[src/rtl/hyper_mvblck_todram_pkg.sv]
// Shared hyperfabric types for the LSAB/DRAM block movers.
// Widths, mover state encoding and the pair-aligned length helper.
package hyper_mvblck_todram_pkg;

  localparam int SEC_W  = 2;
  localparam int ADDR_W = 12;
  localparam int CNT_W  = 6;
  localparam int LEN_W  = 7;

  typedef enum logic [1:0] {
    ST_IDLE,
    ST_MOVE,
    ST_DRAIN1,
    ST_DRAIN2
  } mv_state_t;

  typedef struct packed {
    logic [ADDR_W-1:0] addr;
    logic [LEN_W-1:0]  len;
    logic [CNT_W-1:0]  words;
    logic              skip;
  } mv_xfer_t;

  // Address count rounded up to whole even-aligned pairs.
  function automatic logic [LEN_W-1:0] xfer_len(
    input logic [CNT_W-1:0] cnt,
    input logic             odd
  );
    logic [LEN_W-1:0] s;
    s = {1'b0, cnt} + LEN_W'(cnt[0] ^ odd) + LEN_W'(1);
    return {s[LEN_W-1:1], 1'b0};
  endfunction

endpackage

[src/rtl/hyper_lsab_section_sel.sv]
// LSAB section selector: picks EMPTY/ERR of the active section.
// Shared by the DRAM-read and DRAM-write block movers.
module hyper_lsab_section_sel
  import hyper_mvblck_todram_pkg::*;
(
  input  logic [SEC_W-1:0] sec,
  input  logic [3:0]       empty,
  input  logic [3:0]       err,
  output logic             stop_n,
  output logic             dev_err
);

  assign dev_err = err[sec];
  assign stop_n  = !(empty[sec] || err[sec]);

endmodule

[src/rtl/hyper_mvblck_todram.sv]
// Block mover: drains one LSAB section into a contiguous DRAM block
// through the shared MCU collector port, in even-aligned pairs.
module hyper_mvblck_todram
  import hyper_mvblck_todram_pkg::*;
(
  input  logic              CLK,
  input  logic              RST,
  input  logic              DEV_0_ERR,
  input  logic              DEV_1_ERR,
  input  logic              DEV_2_ERR,
  input  logic              DEV_3_ERR,
  output logic              DEV_0_ERR_ACK,
  output logic              DEV_1_ERR_ACK,
  output logic              DEV_2_ERR_ACK,
  output logic              DEV_3_ERR_ACK,
  input  logic              LSAB_0_EMPTY,
  input  logic              LSAB_1_EMPTY,
  input  logic              LSAB_2_EMPTY,
  input  logic              LSAB_3_EMPTY,
  output logic              LSAB_READ,
  output logic [SEC_W-1:0]  LSAB_SECTION,
  input  logic [ADDR_W-1:0] START_ADDRESS,
  input  logic [CNT_W-1:0]  COUNT_REQ,
  input  logic [SEC_W-1:0]  SECTION,
  input  logic [1:0]        DRAM_SEL,
  input  logic              ISSUE,
  output logic [CNT_W-1:0]  COUNT_SENT,
  output logic              WORKING,
  output logic              ABRUPT_STOP,
  output logic              DEVICE_ERROR,
  output logic [ADDR_W-1:0] MCU_COLL_ADDRESS,
  output logic              MCU_WORD_ENABLE,
  output logic [1:0]        MCU_REQUEST_ACCESS
);

  mv_state_t        state, state_nx;
  mv_xfer_t         x;
  logic [SEC_W-1:0] sec;
  logic [CNT_W-1:0] sent;
  logic             abrupt;
  logic             deverr;
  logic [3:0]       ack;

  logic stop_n;
  logic dev_err;
  logic issue_ok;
  logic accept;
  logic moving;
  logic idle;
  logic last;
  logic slot;
  logic rd;

  hyper_lsab_section_sel u_sel (
    .sec     (sec),
    .empty   ({LSAB_3_EMPTY, LSAB_2_EMPTY,
               LSAB_1_EMPTY, LSAB_0_EMPTY}),
    .err     ({DEV_3_ERR, DEV_2_ERR,
               DEV_1_ERR, DEV_0_ERR}),
    .stop_n  (stop_n),
    .dev_err (dev_err)
  );

  assign idle     = (state == ST_IDLE);
  assign moving   = (state == ST_MOVE);
  assign issue_ok = ISSUE && RST && (COUNT_REQ != '0);
  assign accept   = issue_ok && idle;
  assign last     = (x.len == LEN_W'(1));
  assign slot     = !x.skip && (x.words != '0);
  assign rd       = moving && stop_n && slot;

  always_ff @(posedge CLK) begin
    if (!RST) state <= ST_IDLE;
    else      state <= state_nx;
  end

  always_comb begin
    state_nx = state;
    unique case (state)
      ST_IDLE:   if (accept) state_nx = ST_MOVE;
      ST_MOVE:   if (!stop_n || last) state_nx = ST_DRAIN1;
      ST_DRAIN1: state_nx = ST_DRAIN2;
      ST_DRAIN2: state_nx = ST_IDLE;
      default:   state_nx = ST_IDLE;
    endcase
  end

  always_ff @(posedge CLK) begin
    if (!RST) begin
      x      <= '{addr: '0, len: LEN_W'(1), words: '0, skip: 1'b0};
      sec    <= '0;
      sent   <= '0;
      abrupt <= 1'b0;
      deverr <= 1'b0;
      ack    <= '0;
    end else if (accept) begin
      x.addr  <= {START_ADDRESS[ADDR_W-1:1], 1'b0};
      x.len   <= xfer_len(COUNT_REQ, START_ADDRESS[0]);
      x.words <= COUNT_REQ;
      x.skip  <= START_ADDRESS[0];
      sec     <= SECTION;
      sent    <= '0;
      abrupt  <= 1'b0;
      deverr  <= 1'b0;
      ack     <= '0;
    end else if (moving) begin
      if (stop_n) begin
        x.skip <= 1'b0;
        if (slot) begin
          x.words <= x.words - CNT_W'(1);
          sent    <= sent + CNT_W'(1);
        end
        if (!last) begin
          x.addr <= x.addr + ADDR_W'(1);
          x.len  <= x.len - LEN_W'(1);
        end
      end else begin
        // Address stays on the word that could not be delivered.
        abrupt   <= 1'b1;
        deverr   <= dev_err;
        ack[sec] <= dev_err;
      end
    end
  end

  always_comb begin
    MCU_REQUEST_ACCESS = '0;
    if (moving)    MCU_REQUEST_ACCESS = DRAM_SEL & {2{!last}};
    else if (idle) MCU_REQUEST_ACCESS = DRAM_SEL & {2{issue_ok}};
  end

  assign LSAB_READ        = rd;
  assign MCU_WORD_ENABLE  = rd;
  assign LSAB_SECTION     = sec;
  assign MCU_COLL_ADDRESS = x.addr;
  assign COUNT_SENT       = sent;
  assign WORKING          = !idle;
  assign ABRUPT_STOP      = abrupt;
  assign DEVICE_ERROR     = deverr;
  assign DEV_0_ERR_ACK    = ack[0];
  assign DEV_1_ERR_ACK    = ack[1];
  assign DEV_2_ERR_ACK    = ack[2];
  assign DEV_3_ERR_ACK    = ack[3];

endmodule

[config.mk]
export PLATFORM = sky130hd
export DESIGN_NAME = hyper_mvblck_todram
export DESIGN_NICKNAME = d
export VERILOG_FILES = /design/src/rtl/hyper_mvblck_todram_pkg.sv /design/src/rtl/hyper_lsab_section_sel.sv /design/src/rtl/hyper_mvblck_todram.sv
export SDC_FILE = /design/constraint.sdc
export NUM_CORES = 1
export LEC_CHECK = 0
export ABC_AREA = 1
export CORE_MARGIN = 2
export CORE_UTILIZATION = 30
export CTS_CLUSTER_DIAMETER = 150
export DETAILED_ROUTE_END_ITERATION = 12
export GPL_TIMING_DRIVEN = 0
export PLACE_DENSITY = 0.6
export RECOVER_POWER = 50
export SETUP_SLACK_MARGIN = 0.4
export SLEW_MARGIN = 40
export SYNTH_ARGS = -nofsm -noshare
export SYNTH_HDL_FRONTEND = slang
export SYNTH_SLANG_ARGS = --single-unit
export TNS_END_PERCENT = 5
[constraint.sdc]
create_clock -name CLK -period 1.45 [get_ports CLK]
set_input_delay 0.2175 -clock CLK [delete_from_list [all_inputs] [get_ports CLK]]
set_output_delay 0.2175 -clock CLK [all_outputs]
set_load 0.05 [all_outputs]
==> metrics.csv, run 1 <==
stage;metric;value;unit
sta;slew_headroom;62.6;%
worst_setup_path;crit_top_cell;nand3_4;
placed_design;place_congestion;0.854;
cts;htreeDepth;2;
sta;skew;5.41;ps
worst_setup_path;crit_family;buffers and inverters;
yosys;yosysSeqAreaShare;28.6;%
die;die_area;10600;sq um
yosys;syn_inst;441;
pwr;p_leak;0.00186;uW
worst_setup_path;cp_slowest_cell;dfxtp_4;
cts;cts_tree;built;
pwr;power;5590;uW
worst_setup_path;start_kind;flip-flop;
global_route;grt_pass1_wl;13.2;mm
cts;cts-root-buf;clkbuf_8;
pwr;ir_drop;0.707;mV
worst_setup_path;crit_fanout;3;
sta;fmax;555;MHz
yosys;synth_warnings;0;
die;io_pins;64;
yosys;ys_ff_latch;42;
finish;final_common_cell;nand2_1;
yosys;yosysTopAreaCell;dfxtp_1;
placed_design;place_ws;-1370;ps
cts;clkSinkCount;42;
sta;fin_crit;1800;ps
finish;nFillCells;1025;
sta;setup_viol_count_final;42;
placed_design;hpwl;5.89;mm
global_route;antenna_found_initial;0;
worst_setup_path;required;1230;ps
cts;worstSkewPairLatency;300;ps
pwr;p_per_area;1330;nW/um^2
sta;fin_crit_sh;124;%
sta;rsz0062_at_grt;true;
global_route;track_usage;15.5;%
run_status;violations;negative setup slack;
sta;report.final.slew_viol_count;0;
finish;nets;572;
finish;drive_above_1_share;28.3;%
sta;hold_ws;445;ps
routing;drt_pass1_iterations;4;
cts;cts_made_buffers;5;
routing;drt.antenna.violating_nets;0;
worst_setup_path;cp_cell_sequence;buf_12 -> buf_16 -> nand3_4 -> nand2_4 -> nor2_8 -> nand3_4 -> nor2_4 -> buf_6 -> buf_8;
finish;register_area;852;sq um
finish;fin_util;43.5;%
yosys;syn_nets;484;
yosys;yosysUniqueCellTypes;38;
routing;drt_iter0_drc;84;
run_status;status;finished, violations left;
flow_run;maxCapViolations;0;
sta;worstMarginPinSlew;561;ps
yosys;syn_area;2940;sq um
worst_setup_path;cpPeakStageDelay;370;ps
worst_setup_path;cp-end-kind;output port;
worst_setup_path;crit_arrival;1580;ps
placed_design;placement.io_buffers;63;
die;core_area;9640;sq um
global_route;grt_pass1_vias;2824;
sta;finalHoldViolations;0;
worst_setup_path;cp_num_buf_inv;4;
routing;routedWlPerCell;12.2;microns
sta;fin_ws;-352;ps
routing;vias;3020;
cts;clk_path_buf_depth;2;
die;row_count;36;
worst_setup_path;critPathKind;reg -> out;
finish;layout_common_cells;112 x nand2_1, 44 x nor2_1, 41 x nand3_1;
cts;clkTransAtPathRegs;90;ps
yosys;synth.top_cell.area_share;28.6;%
finish;area_delta_synth_final;42.8;%
routing;totalWireLength;8.08;mm
routing;route.detailed.drc;0;
cts;ctsHoldBuffers;0;
global_route;grt_start_max_net_pins;14;
finish;multi_input_area;1900;sq um
routing;via_per_inst;4.56;
finish;n_antenna_cell;0;
sta;tns;-9450;ps
yosys;avgSynthCellArea;6.66;sq um
die;die_h;103;microns
yosys;synthTopCellsByArea;dfxtp_1 29%, nand2_1 15%, nand3_1 8.0%, nor2_1 6.8%, inv_1 5.0%;
hold_path;hold_path.class;in -> reg;
die;die_w;103;microns
die;start_util;30.5;%
global_route;gr-total-overflow;0;
flip-flops by register name, indices dropped and copies added, names as in the netlist:
signal            flops
ack                   4
LSAB_SECTION          2
x                    14
ABRUPT_STOP           1
DEVICE_ERROR          1
state                 2
MCU_COLL_ADDRESS     12
COUNT_SENT            6
logic make-up after synthesis:
kind of cell | count (synthesis) | synth area share [%]
adders and majority gates | 10 | 4.26
AOI/OAI and AO/OA | 49 | 9.20
buffers and inverters | 72 | 12.5
xor gates and xnor gates | 15 | 4.47
DFF | 42 | 28.6
and+or+nand+nor | 253 | 41.0
layout make-up:
cell class,count,share of cell area [%]
Clock buffer,5,1.64
Multi-Input combinational cell,327,45.4
Tap cell,133,3.97
Buffer,28,6.02
Sequential cell,42,20.3
Clock inverter,3,0.954
Inverter,44,4.26
Timing Repair Buffer,81,17.5
per-stage QoR:
step / std cells / instance area [sq um]
2_1_floorplan: 441 / 2970
3_3_place_gp: 637 / 3770
3_5_place_dp: 637 / 3770
4_1_cts: 661 / 4140
5_1_grt: 663 / 4200
6_report: 663 / 4200
power by group:
part / total [uW] / internal [uW] / switching [uW] / leakage (uW)
logic: 3120 / 1270 / 1850 / 0.00146
clock network: 945 / 508 / 437 / 0.0000579
registers: 1530 / 1340 / 191 / 0.000344
Yosys cell counts (all sizes together):
master and count:
a211oi 1, a21o 1, a21oi 23, buf 26, clkbuf 2, dfxtp 42, ha 10, inv 44
nand2 126, nand3 55, nand3b 1, nand4 5, nor2 59, nor3 4, o211ai 2, o21ai 21
o21bai 1, or2 3, xnor2 2, xor2 13
path summary, 6_finish.rpt:
path	slack, ps	start	depth (start not counted)	to
max	-350	LSAB_SECTION[1]	9	MCU_WORD_ENABLE
min	440	COUNT_REQ[5]	5	x[12]
max reg2reg	-320	LSAB_SECTION[1]	12	x[2]
min reg2reg	460	ABRUPT_STOP	2	ABRUPT_STOP
worst reg2reg max path: stages (launching register included):
cell	delay [ps]
dfxtp_4	370
buf_12	120
buf_16	120
nand3_4	50
nand2_4	60
nor2_8	100
buf_4	170
nand2_4	100
nor2_4	150
nand2_2	100
buf_6	150
nand3_1	70
a21oi_1	70
layer usage:
| metal | wire, microns | part of all wire (%) | vias up | global-route usage (%) |
|---|---|---|---|---|
| met5 | 0 | 0 | - | 0 |
| met4 | 61 | 0.76 | 0 | 3.64 |
| met3 | 265 | 3.3 | 6 | 2.44 |
| met2 | 4140 | 51 | 43 | 27.3 |
| met1 | 3610 | 45 | 1398 | 19.9 |
| li1 | - | - | 1573 | - |
timing repair:
action                                  4_1_cts  5_1_grt
buffers inserted                             15        2
endpoints found under the setup margin       73       73
gates resized for setup                     184       40
pin swaps                                    12        6
gates cloned                                  1        0
Note: power is estimated with default switching activity, not from simulation.
==> run 2, diff against run 1 <==
SLEW_MARGIN = 20   (was 40)
==> results of run 2 <==
Same layout as run 1: the final DEF is identical, and so are final timing and power.
